===== src/rtl/tt_accum_pkg.sv =====
// Shared types for the tt_accum block.
//   mode_e : operation select encoding (ADD, SUB, ACC, LOAD)
//   MODE_W : width of the mode select field
package tt_accum_pkg;

  localparam int unsigned MODE_W = 2;

  typedef enum logic [MODE_W-1:0] {
    MODE_ADD  = 2'd0,
    MODE_SUB  = 2'd1,
    MODE_ACC  = 2'd2,
    MODE_LOAD = 2'd3
  } mode_e;

endpackage : tt_accum_pkg


===== src/rtl/tt_accum_core.sv =====
// Combinational datapath of the accumulator ALU.
// Computes the next result, carry/borrow and accumulator value for one beat.
// Optional macro TT_ACCUM_SATURATE_EN: clamp ADD/ACC to all-ones on carry and
// SUB to zero on borrow; carry still reports the raw carry/borrow.
// Ports:
//   mode        in  operation select
//   a, b        in  operands (b used by ADD/SUB only)
//   acc         in  accumulator value before the edge
//   next_result out WIDTH-bit result
//   next_carry  out carry (ADD/ACC) or borrow (SUB)
//   next_acc    out accumulator value to store if the beat is accepted
module tt_accum_core
  import tt_accum_pkg::*;
#(
  parameter int unsigned WIDTH = 8
) (
  input  mode_e              mode,
  input  logic [WIDTH-1:0]   a,
  input  logic [WIDTH-1:0]   b,
  input  logic [WIDTH-1:0]   acc,
  output logic [WIDTH-1:0]   next_result,
  output logic               next_carry,
  output logic [WIDTH-1:0]   next_acc
);

  // One extra bit holds carry-out or borrow.
  logic [WIDTH:0] raw;

  always_comb begin
    raw         = '0;
    next_acc    = acc;
    case (mode)
      MODE_ADD:  raw = {1'b0, a} + {1'b0, b};
      MODE_SUB:  raw = {1'b0, a} - {1'b0, b};
      MODE_ACC:  raw = {1'b0, acc} + {1'b0, a};
      MODE_LOAD: raw = {1'b0, a};
      default:   raw = '0;
    endcase
    next_carry  = raw[WIDTH];
    next_result = raw[WIDTH-1:0];
`ifdef TT_ACCUM_SATURATE_EN
    // Clamp toward the overflowing side; LOAD never sets raw[WIDTH].
    if (raw[WIDTH]) begin
      next_result = (mode == MODE_SUB) ? '0 : '1;
    end
`endif
    // Accumulator follows the (possibly clamped) result for ACC and LOAD.
    if ((mode == MODE_ACC) || (mode == MODE_LOAD)) begin
      next_acc = next_result;
    end
  end

endmodule : tt_accum_core


===== src/rtl/tt_accum_alu.sv =====
// Registered ADD/SUB/ACC/LOAD unit with running accumulator, transaction
// counter and valid/ready handshake on both sides (one-deep output buffer
// that passes through on pop).
// Optional macro TT_ACCUM_SATURATE_EN enables saturating arithmetic in the core.
// Ports:
//   clk, rst    clock, synchronous active-high reset
//   in_valid    operand beat offered
//   in_ready    block can accept a beat this cycle (combinational)
//   a, b, mode  operands and operation select, sampled on accept
//   out_valid   result register holds an unconsumed result
//   out_ready   downstream accepts the result
//   result      registered result
//   carry       registered carry/borrow
//   acc         current accumulator
//   txn_cnt     accepted-beat counter, wraps
module tt_accum_alu
  import tt_accum_pkg::*;
#(
  parameter int unsigned WIDTH = 8,
  parameter int unsigned CNT_W = 8
) (
  input  logic               clk,
  input  logic               rst,
  input  logic               in_valid,
  output logic               in_ready,
  input  logic [WIDTH-1:0]   a,
  input  logic [WIDTH-1:0]   b,
  input  logic [MODE_W-1:0]  mode,
  output logic               out_valid,
  input  logic               out_ready,
  output logic [WIDTH-1:0]   result,
  output logic               carry,
  output logic [WIDTH-1:0]   acc,
  output logic [CNT_W-1:0]   txn_cnt
);

  logic               accept;
  logic               pop;
  logic [WIDTH-1:0]   core_result;
  logic               core_carry;
  logic [WIDTH-1:0]   core_acc;

  // Buffer frees up in the same cycle it is popped.
  assign in_ready = !out_valid || out_ready;
  assign accept   = in_valid && in_ready;
  assign pop      = out_valid && out_ready;

  tt_accum_core #(
    .WIDTH (WIDTH)
  ) u_core (
    .mode        (mode_e'(mode)),
    .a           (a),
    .b           (b),
    .acc         (acc),
    .next_result (core_result),
    .next_carry  (core_carry),
    .next_acc    (core_acc)
  );

  // Result buffer, accumulator and counter; accept takes priority over pop.
  always_ff @(posedge clk) begin
    if (rst) begin
      out_valid <= 1'b0;
      result    <= '0;
      carry     <= 1'b0;
      acc       <= '0;
      txn_cnt   <= '0;
    end else if (accept) begin
      out_valid <= 1'b1;
      result    <= core_result;
      carry     <= core_carry;
      acc       <= core_acc;
      txn_cnt   <= txn_cnt + CNT_W'(1);
    end else if (pop) begin
      out_valid <= 1'b0;
    end
  end

endmodule : tt_accum_alu


===== config.mk =====
export PLATFORM = sky130hd
export DESIGN_NAME = tt_accum_alu
export DESIGN_NICKNAME = d
export VERILOG_FILES = /design/src/rtl/tt_accum_pkg.sv /design/src/rtl/tt_accum_core.sv /design/src/rtl/tt_accum_alu.sv
export SDC_FILE = /design/constraint.sdc
export NUM_CORES = 1
export LEC_CHECK = 0
export ABC_AREA = 0
export ABC_CLOCK_PERIOD_IN_PS = 3200
export CAP_MARGIN = 25
export CORE_ASPECT_RATIO = 1.25
export CORE_UTILIZATION = 40
export CTS_CLUSTER_DIAMETER = 50
export DETAILED_ROUTE_END_ITERATION = 16
export MAX_ROUTING_LAYER = met4
export PLACE_DENSITY_LB_ADDON = 0.25
export SLEW_MARGIN = 5
export SYNTH_ARGS = -nofsm -noshare
export SYNTH_HDL_FRONTEND = slang
export SYNTH_SLANG_ARGS = --single-unit

===== constraint.sdc =====
create_clock -name clk -period 3.2 [get_ports clk]
set_input_delay 0.8 -clock clk [delete_from_list [all_inputs] [get_ports clk]]
set_output_delay 0.8 -clock clk [all_outputs]
set_load 0.005 [all_outputs]

==> impl_metrics.tcl, run 1 <==
set metrics [dict create \
    synth_top_flop_cell "sky130_fd_sc_hd__dfxtp_1" \
    synth-seq-cells 26 \
    total_global_routing_track_utilization_pct 20.4 \
    drt_pass1_iterations 4 \
    cellLeakagePower_nw 1.07 \
    ys_top_cells_by_count "sky130_fd_sc_hd__nor2_1 (29), sky130_fd_sc_hd__dfxtp_1 (26), sky130_fd_sc_hd__inv_1 (17)" \
    placement_rows 26 \
    n_antenna_cell 0 \
    routabilityCongestion 0.797 \
    die_height_um 75.7 \
    hold_viol_final 0 \
    rsz_0062_raised_after_global_routing "no" \
    post_synth_inst_count 220 \
    synth_cell_types 41 \
    area_growth_pct 45.8 \
    synthSimpleGateAreaFrac_pct 19.3 \
    synth-warning-count 0 \
    post_route_cells_drive_above_1_share_pct 14.9 \
    async_reset_ff_share_pct 0 \
    placement.io_buffers 48 \
    first_global_vias 1603 \
    drt-wirelength-per-cell_um 12.3 \
    detail_route.iter0.violations 54 \
    timing.slew.headroom_pct 70.4 \
    timing_max_transition_violations_final 0 \
    power_uw 897 \
    ctsHtreeMaxLevel 1 \
    netlist.area_leader.share_pct 30.0 \
    route.detailed.drc 0 \
    finalNonFillerCells 344 \
    start_kind "input port" \
    reg2reg_slack_ps 1090 \
    synth.net_count 257 \
    crit-reg2reg-capture "acc[6]" \
    synth-seq-area-share_pct 30.0 \
    chipWidth_um 60.9 \
    finalSetupViolations 0 \
    ctsHoldBuffers 0 \
    timing.hold.worst_endpoint "txn_cnt[5]" \
    final_clock_skew_ps 3.77 \
    timing.setup.tns_ps 0 \
    cts_root_buf "sky130_fd_sc_hd__clkbuf_8" \
    design.die.area_mm2 0.00461 \
    ant_nets 0 \
    max_slew.worst_pin.slew_ps 442 \
    worst_ep_arrival_time_ps 3180 \
    synth_xor_xnor_area_share_pct 4.54 \
    synthesized_area_fraction_occupied_by_ao_oa_aoi_and_oai_cells_pct 26.4 \
    timing.final.crit_share_pct 94.8 \
    syn-cell-area_mm2 0.00174 \
    fin_crit_ps 3030 \
    yosysMostFrequentCell "sky130_fd_sc_hd__nor2_1" \
    cts_tree "built" \
    synth_area_leader_cell "sky130_fd_sc_hd__dfxtp_1" \
    post-dp-hpwl_mm 3.51 \
    route.final.wire_length_mm 4.23 \
    tritoncts_num_sinks 26 \
    top_level_ports 49 \
    placedCellCount 339 \
    path_cells "clkdlybuf4s50_1 > buf_4 > inv_1 > nand3_1 > a32oi_1 > o22ai_1 > ha_1 > o211a_1 > o31a_1 > or3_1 > a31oi_1 > a211oi_1" \
    final_net_count 326 \
    largest_net_degree_at_the_start_of_global_routing 16 \
    clock_latency_late_sink_ps 270 \
    drv.max_cap_violation_count 0 \
    critical_path.max_stage_delay_ps 420 \
    detail_route.vias_per_cell 5.24 \
    worst_vdd_drop_mv 0.139 \
    layout.filler_cells 408 \
    outcome "completed" \
    synthAdderAreaFrac_pct 11.2 \
    max_freq_mhz 330 \
    overflow 0 \
    holdWs_ps 499 \
    min-delay-path-class "register to register" \
    cp_data_required_time_ps 3340 \
    cts_inserted_buffers 3 \
    post_synth.cell_area_avg_um2 7.89 \
    clk_pin_slew_ps 90 \
    floorplan.initialDensity_pct 42.0 \
    placeableCoreArea_mm2 0.00413 \
    timing.hold.worst_path_depth 2 \
    vias 1801 \
    synth.mux.area_fraction_pct 1.73 \
    timing_worst_setup_path_type "input port to register" \
    synth_top_cells_by_area "sky130_fd_sc_hd__dfxtp_1 (30%), sky130_fd_sc_hd__ha_1 (10%), sky130_fd_sc_hd__nor2_1 (6.3%), sky130_fd_sc_hd__a211oi_1 (4.8%), sky130_fd_sc_hd__a21oi_1 (3.7%)" \
    worst_setup_path_end_kind "register" \
    powerDensity_mw_per_mm2 354 \
    timing.hold.worst.start "txn_cnt[5]" \
    synth_edf_count 0 \
    synth_top_family_by_area "compound AO/OA/AOI/OAI gates" \
    first_pass_grt_wire_length_mm 7.00 \
    worst_r2r_startpoint "acc[3]" \
    timing.reg2reg.worst_path_depth 9 \
    worstPathMaxFanout 4 \
    clock_tree.buffer_depth 2 \
    grt_antenna_before_repair 0 \
    timing.critical_path.slowest_stage_cell "sky130_fd_sc_hd__clkdlybuf4s50_1" \
]
[critical path: cells and delay by family]
kind | cells | cell delay, ps
buffers and inverters | 3 | 640
AO/OA/AOI/OAI | 6 | 910
AND/OR/NAND/NOR | 2 | 470
adder cells (fa/ha/maj) | 1 | 360
[final cells by class]
type | count | area, um2 | area share (%)
clock buffers | 4 | 55.1 | 2.17
flip-flops and latches | 26 | 520 | 20.6
well taps | 56 | 70.1 | 2.77
multi-input cells | 164 | 1130 | 44.5
inverters | 18 | 67.6 | 2.67
repair buffers | 76 | 693 | 27.4
[sequential cells by signal, summed over array words and instances (netlist names)]
signal,cells
result,8
carry,1
out_valid,1
acc,8
txn_cnt,8
[cell families (layout without fill, tap and decap cells)]
| group | after synthesis | in the layout |
|---|---|---|
| AO/OA/AOI/OAI | 69 | 69 |
| buffers and inverters | 30 | 98 |
| XOR/XNOR | 9 | 9 |
| flip-flops | 26 | 26 |
| multiplexers | 3 | 3 |
| adder cells (fa/ha/maj) | 15 | 15 |
| AND/OR/NAND/NOR | 68 | 68 |
[per-layer routing]
layer / share of wire, % / track usage (%)
met1: 46 / 24.8
met2: 50 / 36.0
met3: 3.6 / 0.679
met4: 0.95 / 6.82
met5: 0 / -
[repair_timing]
action / CTS / global route
buffers inserted: 0 / 1
endpoints found under the setup margin: 9 / 6
pin swaps: 1 / 2
resized for setup: 6 / 5
[report_power, final]
part	total, mW	switching (mW)	leakage (nW)	internal, mW
registers	0.364	0.0175	0.213	0.346
clock network	0.207	0.0975	0.0288	0.110
logic	0.325	0.146	0.831	0.179
[per-stage QoR]
stage / instance area [um2] / setup slack, ps / util, %
floorplan: 1740 / 27.0 / -
global placement: 2440 / -319 / 59.1
detailed placement: 2440 / -397 / 59.1
CTS: 2510 / 29.7 / 60.8
global route: 2530 / 53.8 / 61.3
finish: 2530 / 167 / 61.3
[placed cells by master (no fill, tap or decap), types with 6 or more instances in the layout]
cell	Yosys	routed
sky130_fd_sc_hd__buf_4	0	28
sky130_fd_sc_hd__ha_1	14	12
sky130_fd_sc_hd__dfxtp_1	26	26
sky130_fd_sc_hd__o21ai_0	12	10
sky130_fd_sc_hd__a21oi_1	13	13
sky130_fd_sc_hd__xor2_1	6	6
sky130_fd_sc_hd__clkdlybuf4s50_1	0	44
sky130_fd_sc_hd__nand2_1	14	14
sky130_fd_sc_hd__a211oi_1	11	11
sky130_fd_sc_hd__inv_1	17	17
sky130_fd_sc_hd__nor2_1	29	29
[worst max-delay path by stage]
stage / from / slack, ps / depth (start not counted) / end
final: b[2] / 170 / 12 / acc[6]
after global routing: mode[1] / 50 / 13 / acc[6]
after CTS: b[0] / 30 / 12 / acc[6]
after detailed placement: mode[0] / -400 / 12 / result[7]
after global placement: mode[0] / -320 / 13 / result[6]
after floorplan: mode[0] / 30 / 14 / result[6]
(Power assumes the default switching activity.)
==> run 2: changes to the inputs <==
MAX_ROUTING_LAYER = unset   (was met4)
SETUP_SLACK_MARGIN = 0.4   (was unset)
==> run 2 against run 1 <==
Compared with the run above:
- total power rose by 0.62%
- via count grew 2.9%
- setup slack improved by 260 ps
- fmax grew 9.2%
- clock skew decreased by 1.9 ps
- cell area up 4.9%
- non-clock buffer count increased by 5
- die area unchanged
- cell count increased by 1.2%
- critical path type unchanged
==> impl_metrics.tcl, run 2 (same netlist as run 1, synthesis figures left out) <==
set metrics [dict create \
    outcome "completed" \
    ctsHtreeMaxLevel 1 \
    cp_data_required_time_ps 3340 \
    placeableCoreArea_mm2 0.00413 \
    clock_tree.buffer_depth 2 \
    drt-wirelength-per-cell_um 13.1 \
    route.final.wire_length_mm 4.55 \
    max_slew.worst_pin.slew_ps 540 \
    path_cells "buf_6 > buf_6 > ha_4 > o21ai_2 > o21ai_1 > ha_2 > inv_2 > fa_2 > nor2b_4 > o31a_1 > or3_1 > a31oi_2 > a211oi_1" \
    clk_pin_slew_ps 80 \
    cellLeakagePower_nw 1.10 \
    first_pass_grt_wire_length_mm 6.96 \
    finalNonFillerCells 348 \
    timing.hold.worst_path_depth 2 \
    placedCellCount 340 \
    hold_viol_final 0 \
    largest_net_degree_at_the_start_of_global_routing 16 \
    timing.setup.tns_ps 0 \
    layout.cell_area.non_filler_mm2 0.00266 \
    timing_worst_setup_path_type "input port to register" \
    post_route_cells_drive_above_1_share_pct 24.3 \
    first_global_vias 1609 \
    cts_inserted_buffers 3 \
    vias 1854 \
    drv.max_cap_violation_count 0 \
    n_antenna_cell 0 \
    worstPathMaxFanout 8 \
    top_level_ports 49 \
    routabilityCongestion 0.811 \
    overflow 0 \
    finalSetupViolations 0 \
    detailed_place.area_mm2 0.00247 \
    timing.slew.headroom_pct 63.7 \
    chipWidth_um 60.9 \
    route.detailed.drc 0 \
    powerDensity_mw_per_mm2 340 \
    timing.critical_path.slowest_stage_cell "sky130_fd_sc_hd__or3_1" \
    final_clock_skew_ps 1.86 \
    start_kind "input port" \
    total_global_routing_track_utilization_pct 19.9 \
    tritoncts_num_sinks 26 \
    final_common_cell "sky130_fd_sc_hd__clkdlybuf4s50_1" \
    timing.reg2reg.worst_path_depth 9 \
    detail_route.vias_per_cell 5.33 \
    detail_route.iter0.violations 41 \
    timing.final.crit_share_pct 86.8 \
    ant_nets 0 \
    area_growth_pct 53.0 \
    placement.io_buffers 48 \
    crit_path_frequent_cell "sky130_fd_sc_hd__buf_6" \
    cts_tree "built" \
    design.die.area_mm2 0.00461 \
    rsz_0062_raised_after_global_routing "yes" \
    holdWs_ps 499 \
    worst_vdd_drop_mv 0.137 \
    worst_setup_path_end_kind "register" \
    cts_root_buf "sky130_fd_sc_hd__clkbuf_8" \
    layout.filler_cells 392 \
    placement_rows 26 \
    die_height_um 75.7 \
    worst_ep_arrival_time_ps 2920 \
    post-dp-hpwl_mm 3.58 \
    drt_pass1_iterations 4 \
    critical_path.max_stage_delay_ps 340 \
    max_freq_mhz 360 \
    final_net_count 331 \
    grt_antenna_before_repair 0 \
    largest_registers "acc: 8 flops, result: 8 flops, txn_cnt: 8 flops" \
    ctsHoldBuffers 0 \
    min-delay-path-class "register to register" \
    leading_cell_types_in_the_layout_fill_and_taps_excluded "sky130_fd_sc_hd__clkdlybuf4s50_1 (40), sky130_fd_sc_hd__nor2_1 (28), sky130_fd_sc_hd__buf_4 (27)" \
    timing_max_transition_violations_final 0 \
    clock_latency_late_sink_ps 270 \
    fin_crit_ps 2780 \
    floorplan.initialDensity_pct 42.0 \
]
## run 2: through the flow
step | utilization [%] | setup WS [ps] | power (mW)
2_1_floorplan | - | 260 | 0.548
3_3_place_gp | 59.8 | -204 | 0.690
3_5_place_dp | 59.8 | -233 | 0.696
4_1_cts | 63.2 | 409 | 0.893
5_1_grt | 64.3 | 313 | 0.952
6_report | 64.3 | 423 | 0.902
## run 2: cell type report
cell class              count  area [um2]  share of cell area (%)
clock buffers               3        41.3                    1.55
inverters                  18        75.1                    2.82
well taps                  56        70.1                    2.64
flip-flops and latches     26         520                    19.6
multi-input cells         164        1210                    45.4
repair buffers             81         743                    28.0
## run 2: path summary, 6_finish.rpt
kind / endpoint / slack (ps) / from
setup reg to reg: result[6] / 1060 / acc[3]
hold / removal: result[2] / 500 / result[2]
hold reg to reg: result[2] / 500 / result[2]
setup / recovery: result[6] / 420 / mode[1]
## run 2: power by group
group / switching (mW) / internal [mW]
clock network: 0.0967 / 0.0843
logic: 0.161 / 0.196
registers: 0.0179 / 0.346
## run 2: worst max-delay path, delay by kind of cell
kind | cells | cell delay [ps]
buffers and inverters | 3 | 270
and+or+nand+nor | 2 | 390
AOI/OAI and AO/OA | 5 | 780
adders and majority gates | 3 | 680
## run 2: timing repair
item / CTS / global route
pin swaps: 21 / 22
buffers inserted: 5 / 0
cloned: 0 / 0
setup endpoints to repair: 15 / 11
gates resized for setup: 39 / 20
## run 2: metal layers
layer	global-route usage, %	share of wire (%)	vias to the layer above
li1	-	-	938
met1	23.6	43	861
met2	36.3	52	47
met3	2.38	3.4	8
met4	7.58	1.8	0
met5	0	0	-
==> run 3: changes to the inputs <==
ABC_CLOCK_PERIOD_IN_PS = 3060   (was 3200)
PLACE_DENSITY = 0.69   (was unset)
PLACE_DENSITY_LB_ADDON = unset   (was 0.25)
clock period = 3.06 ns   (was 3.2 ns; I/O delays follow)
==> run 3 against run 2 <==
Compared with the run above:
- count of clock-buffer cells in the layout stayed put
- hold slack worse by 6.6 ps
- cell area is 4.4% higher
- critical path type unchanged
- largest power group is now combinational cells
- highest routed layer unchanged
==> impl_metrics.tcl, run 3 (same netlist as run 1, synthesis figures left out) <==
set metrics [dict create \
    worst_vdd_drop_mv 0.180 \
    start_kind "input port" \
    worst_ep_arrival_time_ps 2860 \
    placeableCoreArea_mm2 0.00413 \
    design.die.area_mm2 0.00461 \
    timing.hold.worst_endpoint "txn_cnt[1]" \
    worstPathMaxFanout 8 \
    largest_net_degree_at_the_start_of_global_routing 20 \
    clock_tree.buffer_depth 2 \
    floorplan.initialDensity_pct 42.0 \
    n_antenna_cell 0 \
    detail_route.vias_per_cell 5.23 \
    crit_path_frequent_cell "sky130_fd_sc_hd__buf_6" \
    clk_pin_slew_ps 80 \
    first_pass_grt_wire_length_mm 7.34 \
    timing.reg2reg.worst_path_depth 10 \
    cellLeakagePower_nw 1.15 \
    top_level_ports 49 \
    rsz_0062_raised_after_global_routing "yes" \
    drt_pass1_iterations 4 \
    ant_nets 0 \
    min-delay-path-class "register to register" \
    cts_tree "built" \
    powerDensity_mw_per_mm2 348 \
    final_common_cell "sky130_fd_sc_hd__clkdlybuf4s50_1" \
    grt_antenna_before_repair 0 \
    timing_max_transition_violations_final 0 \
    regArea_um2 520 \
    area_growth_pct 59.8 \
    max_slew.worst_pin.slew_ps 443 \
    post-dp-hpwl_mm 3.56 \
    power_uw 967 \
    tritoncts_num_sinks 26 \
    crit-reg2reg-capture "acc[6]" \
    largest_registers "acc: 8 flops, result: 8 flops, txn_cnt: 8 flops" \
    final_clock_skew_ps 1.90 \
    detail_route.iter0.violations 49 \
    reg2reg_slack_ps 1000 \
    critical_path.max_stage_delay_ps 330 \
    ctsHtreeMaxLevel 1 \
    routabilityCongestion 0.852 \
    timing.final.crit_share_pct 88.4 \
    placement.io_buffers 48 \
    outcome "completed" \
    multi_input_comb_area_mm2 0.00124 \
    cts_root_buf "sky130_fd_sc_hd__clkbuf_8" \
    worst_setup_path_end_kind "register" \
    path_cells "buf_6 > buf_6 > ha_4 > o21ai_2 > o21ai_1 > ha_2 > inv_2 > fa_2 > nor2b_4 > o31a_1 > or3_1 > a31oi_2 > a211oi_1" \
    layout.filler_cells 361 \
    vias 1856 \
    drv.max_cap_violation_count 0 \
    cts_inserted_buffers 3 \
    timing.critical_path.slowest_stage_cell "sky130_fd_sc_hd__or3_1" \
    timing.hold.worst.start "txn_cnt[1]" \
    finalSetupViolations 0 \
    timing.slew.headroom_pct 70.3 \
    fin_crit_ps 2710 \
    first_global_vias 1745 \
    timing_worst_setup_path_type "input port to register" \
    cp_data_required_time_ps 3210 \
    chipWidth_um 60.9 \
    hold_viol_final 0 \
    drt-wirelength-per-cell_um 13.0 \
    placement_rows 26 \
    route.detailed.drc 0 \
    route.final.wire_length_mm 4.63 \
    worst_r2r_startpoint "acc[1]" \
    post_route_cells_drive_above_1_share_pct 28.1 \
    leading_cell_types_in_the_layout_fill_and_taps_excluded "sky130_fd_sc_hd__clkdlybuf4s50_1 (40), sky130_fd_sc_hd__buf_4 (29), sky130_fd_sc_hd__nor2_1 (28)" \
    clock_latency_late_sink_ps 270 \
    overflow 0 \
    die_height_um 75.7 \
    ctsHoldBuffers 0 \
    max_freq_mhz 370 \
    holdWs_ps 492 \
    final_net_count 338 \
    timing.hold.worst_path_depth 2 \
    total_global_routing_track_utilization_pct 20.8 \
]
## run 3: routing by layer
metal | GRT usage (%) | up-vias | wire length, um
li1 | - | 946 | -
met1 | 26.2 | 864 | 2060
met2 | 36.1 | 42 | 2380
met3 | 3.57 | 4 | 156
met4 | 6.06 | 0 | 40
met5 | 0 | - | 0
## run 3: timing repair
| action | in CTS | in global routing |
|---|---|---|
| pin swaps | 20 | 29 |
| endpoints found under the setup margin | 15 | 9 |
| gates cloned | 0 | 0 |
| gates resized for setup | 51 | 22 |
| setup buffers | 5 | 2 |
## run 3: power by group
part	total, mW	internal, mW	switching (mW)	leakage (nW)
Sequential	0.381	0.362	0.0183	0.213
Clock	0.189	0.0882	0.101	0.0216
Combinational	0.397	0.221	0.176	0.916
Total	0.967	0.672	0.295	1.15
## run 3: worst max-delay path by stage
stage,startpoint,end,slack (ps),cells past startpoint
after CTS,mode[0],acc[6],360,13
after floorplan,mode[1],acc[6],160,13
final,mode[1],acc[6],350,13
after global placement,mode[0],acc[6],-290,14
after global routing,mode[1],result[6],290,13
after detailed placement,mode[0],acc[6],-370,14
## run 3: stage by stage
step	TNS (ps)	util [%]	setup slack, ps	instances	instance area, um2
after floorplan	0	-	155	220	1780
after global placement	-2510	60.8	-290	345	2510
after detailed placement	-3390	60.8	-372	345	2510
after CTS	0	65.0	360	353	2690
after global routing	0	67.2	288	355	2780
final	0	67.2	355	355	2780
## run 3: worst max-delay path: cells and delay by family
| kind | cells | cell delay [ps] |
|---|---|---|
| simple gates | 2 | 380 |
| compound gates | 5 | 770 |
| fa+ha+maj | 3 | 680 |
| buf+inv | 3 | 270 |
## run 3: layout make-up
class	instances	area share, %
Timing Repair Buffer	88	29.9
Multi-Input combinational cell	164	44.6
Clock buffer	3	1.49
Sequential cell	26	18.8
Tap cell	56	2.52
Inverter	18	2.71
